[config.mk]
export PLATFORM = sky130hd
export DESIGN_NAME = wb_regfile
export DESIGN_NICKNAME = d
export VERILOG_FILES = /design/src/rtl/cpu_pkg.sv /design/src/rtl/wb_select.sv /design/src/rtl/wb_regfile.sv
export SDC_FILE = /design/constraint.sdc
export NUM_CORES = 1
export LEC_CHECK = 0
export ABC_CLOCK_PERIOD_IN_PS = 2950
export CORE_ASPECT_RATIO = 1.75
export CORE_MARGIN = 2
export CORE_UTILIZATION = 54
export DETAILED_ROUTE_END_ITERATION = 10
export GPL_TIMING_DRIVEN = 0
export PLACE_DENSITY_LB_ADDON = 0.08
export SYNTH_ARGS = -nofsm -noshare
export SYNTH_HDL_FRONTEND = slang
export SYNTH_HIERARCHICAL = 1
export SYNTH_SLANG_ARGS = --single-unit
[constraint.sdc]
create_clock -name clk -period 2.95 [get_ports clk]
set_input_delay 0.59 -clock clk [delete_from_list [all_inputs] [get_ports clk]]
set_output_delay 0.59 -clock clk [all_outputs]
set_load 0.1 [all_outputs]
[src/rtl/cpu_pkg.sv]
// Shared CPU definitions: operand widths, write-back opcodes and source decode.
// Imported by write-back, decode, EX forwarding and hazard logic.
package cpu_pkg;

  localparam int DEF_DATA_W = 8;
  localparam int DEF_REG_AW = 3;
  localparam int DEF_CNT_W  = 16;
  localparam int OPC_W      = 4;
  localparam int IMM_W      = 3;

  typedef logic [DEF_REG_AW-1:0] reg_addr_t;
  typedef logic [DEF_DATA_W-1:0] data_t;
  typedef logic [OPC_W-1:0]      opcode_t;

  localparam opcode_t OP_LOAD  = 4'd5;
  localparam opcode_t OP_LOADI = 4'd6;

  typedef enum logic [1:0] {
    WB_SRC_ALU,
    WB_SRC_MEM,
    WB_SRC_IMM
  } wb_src_t;

  // Any opcode that is not a load of some kind writes back the ALU result.
  function automatic wb_src_t wb_src_of(input opcode_t opcode);
    case (opcode)
      OP_LOAD:  return WB_SRC_MEM;
      OP_LOADI: return WB_SRC_IMM;
      default:  return WB_SRC_ALU;
    endcase
  endfunction

endpackage

[src/rtl/wb_select.sv]
// Write-back source mux and commit qualification (purely combinational).
// A write to r0 is never valid, so it neither commits, counts nor bypasses.
module wb_select
  import cpu_pkg::*;
#(
  parameter int DATA_W = DEF_DATA_W,
  parameter int REG_AW = DEF_REG_AW
) (
  input  logic              write_en,
  input  logic [OPC_W-1:0]  opcode,
  input  logic [REG_AW-1:0] dest,
  input  logic [DATA_W-1:0] alu,
  input  logic [DATA_W-1:0] load_data,
  input  logic [IMM_W-1:0]  imm,
  output logic              valid,
  output logic [DATA_W-1:0] data
);

  wb_src_t src;

  always_comb begin
    src  = wb_src_of(opcode);
    data = alu;
    case (src)
      WB_SRC_MEM: data = load_data;
      WB_SRC_IMM: data = DATA_W'(imm);
      default:    data = alu;
    endcase
  end

  assign valid = write_en && (dest != '0);

endmodule

[src/rtl/wb_regfile.sv]
// Write-back stage: commits the selected value into the register file, serves two
// bypassed decode read ports and counts committed writes (saturating).
module wb_regfile
  import cpu_pkg::*;
#(
  parameter int DATA_W = DEF_DATA_W,
  parameter int REG_AW = DEF_REG_AW,
  parameter int CNT_W  = DEF_CNT_W
) (
  input  logic              clk,
  input  logic              rst,
  input  logic              wb_write_i,
  input  logic [OPC_W-1:0]  wb_opcode_i,
  input  logic [REG_AW-1:0] wb_regD_i,
  input  logic [DATA_W-1:0] wb_alu_i,
  input  logic [DATA_W-1:0] wb_q_i,
  input  logic [IMM_W-1:0]  wb_imm_i,
  input  logic [REG_AW-1:0] rd_addr1_i,
  input  logic [REG_AW-1:0] rd_addr2_i,
  output logic [DATA_W-1:0] rd_data1_o,
  output logic [DATA_W-1:0] rd_data2_o,
  output logic              wb_valid_o,
  output logic [REG_AW-1:0] wb_addr_o,
  output logic [DATA_W-1:0] wb_data_o,
  output logic [CNT_W-1:0]  wb_count_o
);

  localparam int NREGS = 2 ** REG_AW;

  logic              wb_valid;
  logic [DATA_W-1:0] wb_data;
  logic [DATA_W-1:0] regs_reg [NREGS];
  logic [CNT_W-1:0]  count_reg;
  logic [CNT_W-1:0]  count_next;
  logic [REG_AW-1:0] rd_addr  [2];

  wb_select #(
    .DATA_W (DATA_W),
    .REG_AW (REG_AW)
  ) u_wb_select (
    .write_en  (wb_write_i),
    .opcode    (wb_opcode_i),
    .dest      (wb_regD_i),
    .alu       (wb_alu_i),
    .load_data (wb_q_i),
    .imm       (wb_imm_i),
    .valid     (wb_valid),
    .data      (wb_data)
  );

  // Entry 0 is cleared on reset and never written because wb_valid excludes it.
  always_ff @(posedge clk or posedge rst) begin
    if (rst) begin
      for (int i = 0; i < NREGS; i++) begin
        regs_reg[i] <= '0;
      end
    end else if (wb_valid) begin
      regs_reg[wb_regD_i] <= wb_data;
    end
  end

  assign rd_addr[0] = rd_addr1_i;
  assign rd_addr[1] = rd_addr2_i;

  generate
    for (genvar gi = 0; gi < 2; gi++) begin : g_rd
      logic [DATA_W-1:0] data;
      always_comb begin
        if (rd_addr[gi] == '0) begin
          data = '0;
        end else if (wb_valid && (rd_addr[gi] == wb_regD_i)) begin
          data = wb_data;
        end else begin
          data = regs_reg[rd_addr[gi]];
        end
      end
    end
  endgenerate

  assign rd_data1_o = g_rd[0].data;
  assign rd_data2_o = g_rd[1].data;

  always_comb begin
    count_next = count_reg;
    if (wb_valid && (count_reg != '1)) begin
      count_next = count_reg + 1'b1;
    end
  end

  always_ff @(posedge clk or posedge rst) begin
    if (rst) begin
      count_reg <= '0;
    end else begin
      count_reg <= count_next;
    end
  end

  assign wb_valid_o = wb_valid;
  assign wb_addr_o  = wb_regD_i;
  assign wb_data_o  = wb_data;
  assign wb_count_o = count_reg;

endmodule

==> impl_metrics.yaml <==
final_layout:
  design_area_mm2: 0.00654
  largest_register_ff_count: 64
  layout.nets: 489
  share_of_layout_cells_above_drive_strength_1: 0.516
  synthesis_to_finish_area_growth_pct: 38.3
  antenna_cells: 0
logic_synthesis:
  synth_ff_type: "dfrtp_1"
  postSynthRegisterBits: 80
  postSynthCellCount: 357
  synth.most_common_cell: "dfrtp_1"
  yosys.cell_types.count: 45
  synth_enable_flop_cells: 0
  synth_sequential_area_ratio: 0.424
  asyncSetResetFlopFracSynth: 1.00
  synth.top_cells.by_count: "dfrtp_1 (80), mux2_2 (65), mux4_2 (32)"
  average_cell_area_after_synthesis_um2: 13.2
  netlist.top_cell.by_area: "dfrtp_1"
  synth.area.top_cells: "dfrtp_1 (42%), mux2_2 (15%), mux4_2 (15%)"
  mappedNetlistArea_mm2: 0.00472
  yosysWarningCount: 6
  postSynthNetCount: 395
  synth_top_cell_area_share: 0.424
floorplan:
  floorplan.initialDensity: 0.548
  die_x_um: 74.7
  floorplan.io_pins: 79
  die_height_um: 128
  placeableCoreArea_mm2: 0.00861
  die-area_mm2: 0.00954
  rows: 45
cts:
  clock_sinks: 80
  cts_inserted_buffers: 9
  insertion_delay_ns: 0.34
  ctsHoldBuffers: 0
  htree_levels: 3
  clock_path_buffers: 2
  tritoncts: "yes"
  cts.root.buffer_cell: "clkbuf_16"
  cts.reportedPaths.clkPinSlew_ns: 0.06
global_routing:
  antenna_found_initial: 0
  grt_pass1_vias: 3702
  grt.total_usage: 0.280
  grt.overflow.total: 0
  grt_max_degree: 62
  global_route_wire_length_before_repair_um: 19500
sta:
  hold_fails_final_rpt: 0
  setup_repair_after_global_routing_missed_its_margin: "yes"
  layout_worst_path_cycle_share: 1.00
  fin_ws_ns: 0.000397
  maximum_clock_skew_at_final_layout_ns: 0.00993
  fin_crit_ns: 2.95
  maxSlewViolCount: 0
  finalSetupViolCount: 0
  max_clock_freq_mhz: 339
  relSlewSlack: 0.303
  timing_worst_slew_pin_value_ns: 1.04
placement:
  detailed_place_hpwl_um: 8740
  placedInstanceArea_mm2: 0.00598
  pre_cts_ws_ns: -1.52
  numPortBuffers: 72
  finalWeightedCongestion: 0.822
drt:
  drc: 0
  routedWlPerCell_um: 21.3
  wirelength_um: 12200
  met3RoutedLength_um: 385
  remaining_antenna_violation_count: 0
  total_number_of_vias: 3442
  dr.pass1.iters: 4
  drt-vias-per-instance: 6.02
  drt-initial-drc-count: 137
  routed.top_layer: "met4"
  wl_met2_um: 6980
  routedLengthMet1_um: 4450
power_and_ir_drop:
  power_density_mw_per_mm2: 797
  vdd.ir_drop.worst_mv: 0.867
  total_leakage_power_nw: 2.77
run_status:
  outcome: "completed"
setup_path:
  crit_path_top_delay_cell: "buf_6"
  crit_chain: "buf_6, nor2b_4, and3b_2, ha_4, nor2b_4, a22o_4, buf_8, nor2_4, a211oi_2, buf_6"
  timing.critical_path.arrival_ns: 2.36
  timing.critical_path.fanout_max: 5
  path_class: "in -> out"
  critical-path-max-stage-delay_ns: 0.27
  startpoint_class_of_the_critical_path: "primary input"
  worst_ep_required_time_ns: 2.36
  kind_of_end_point_of_the_critical_path: "primary output"
job:
  drv.max_cap_violation_count: 0
hold_path:
  worst_hold_path_type: "reg -> reg"
[report_power, final]
part | switching, W | internal [W]
clock | 0.000442 | 0.000932
combinational | 0.00137 | 0.000865
sequential | 0.000238 | 0.00136
total | 0.00205 | 0.00316
[what timing repair did]
action | CTS | global route
setup endpoints to repair | 27 | 13
pin swaps | 7 | 5
resized for setup | 166 | 15
cloned | 2 | 0
buffers inserted | 6 | 1
endpoints found under the hold margin | 0 | 0
[metal layers]
metal / vias up / GRT usage
met3: 26 / 0.0472
li1: 1541 / -
met4: 0 / 0.109
met2: 93 / 0.508
met1: 1782 / 0.318
met5: - / 0
[cell usage in the layout (no fill, tap or decap), drive strengths merged, types with 10 or more instances in the layout]
| cell | count |
|---|---|
| dfrtp | 80 |
| mux2 | 65 |
| buf | 59 |
| clkdlybuf4s50 | 40 |
| mux4 | 32 |
| nor2 | 24 |
| mux2i | 16 |
| a211oi | 16 |
| nand2 | 10 |
| clkbuf | 10 |
[final timing paths]
kind,cells after the start,end,slack [ns],start
worst min-delay path,1,wb_count_o[15],0.51,wb_count_o[15]
min in group asynchronous,2,regs_reg[50],0.56,rst
worst min register to register,1,wb_count_o[15],0.51,wb_count_o[15]
worst max register to register,4,wb_count_o[1],1.07,wb_count_o[9]
max in group asynchronous,3,regs_reg[11],1.81,rst
worst max-delay path,10,rd_data1_o[7],0.0004,wb_opcode_i[2]
[cells by family after synthesis]
group	Yosys count	synth area share
muxes	113	0.341
and+or+nand+nor	78	0.106
buffers and inverters	32	0.0381
xor gates and xnor gates	17	0.0315
DFF	80	0.424
adders and majority gates	3	0.00795
AOI/OAI and AO/OA	34	0.0511
[critical path, delay by kind of cell]
kind | cells | cell delay, ns
compound gates | 2 | 0.42
fa+ha+maj | 1 | 0.26
buf+inv | 3 | 0.49
simple gates | 4 | 0.59
[per-stage QoR]
stage	total power [W]	cells	hold WS [ns]	setup TNS [ns]	util
3_3_place_gp	0.00369	546	0.491	-100.60	0.688
5_1_grt	0.00540	572	0.529	-0.0367	0.759
4_1_cts	0.00520	571	0.508	-0.00809	0.753
6_report	0.00521	572	0.509	0	0.759
2_1_floorplan	0.00326	357	0.491	-11.91	-
3_5_place_dp	0.00376	548	0.496	-27.95	0.694
[final cells by class]
type	instances	area [µm²]
clock inverters	5	129
well taps	117	146
plain buffers	28	272
repair buffers	83	906
clock buffers	10	239
flip-flops and latches	80	2000
inverters	4	17.5
multi-input cells	245	2820
fillers	582	2080
No activity file was read; power rests on OpenSTA's default activity.
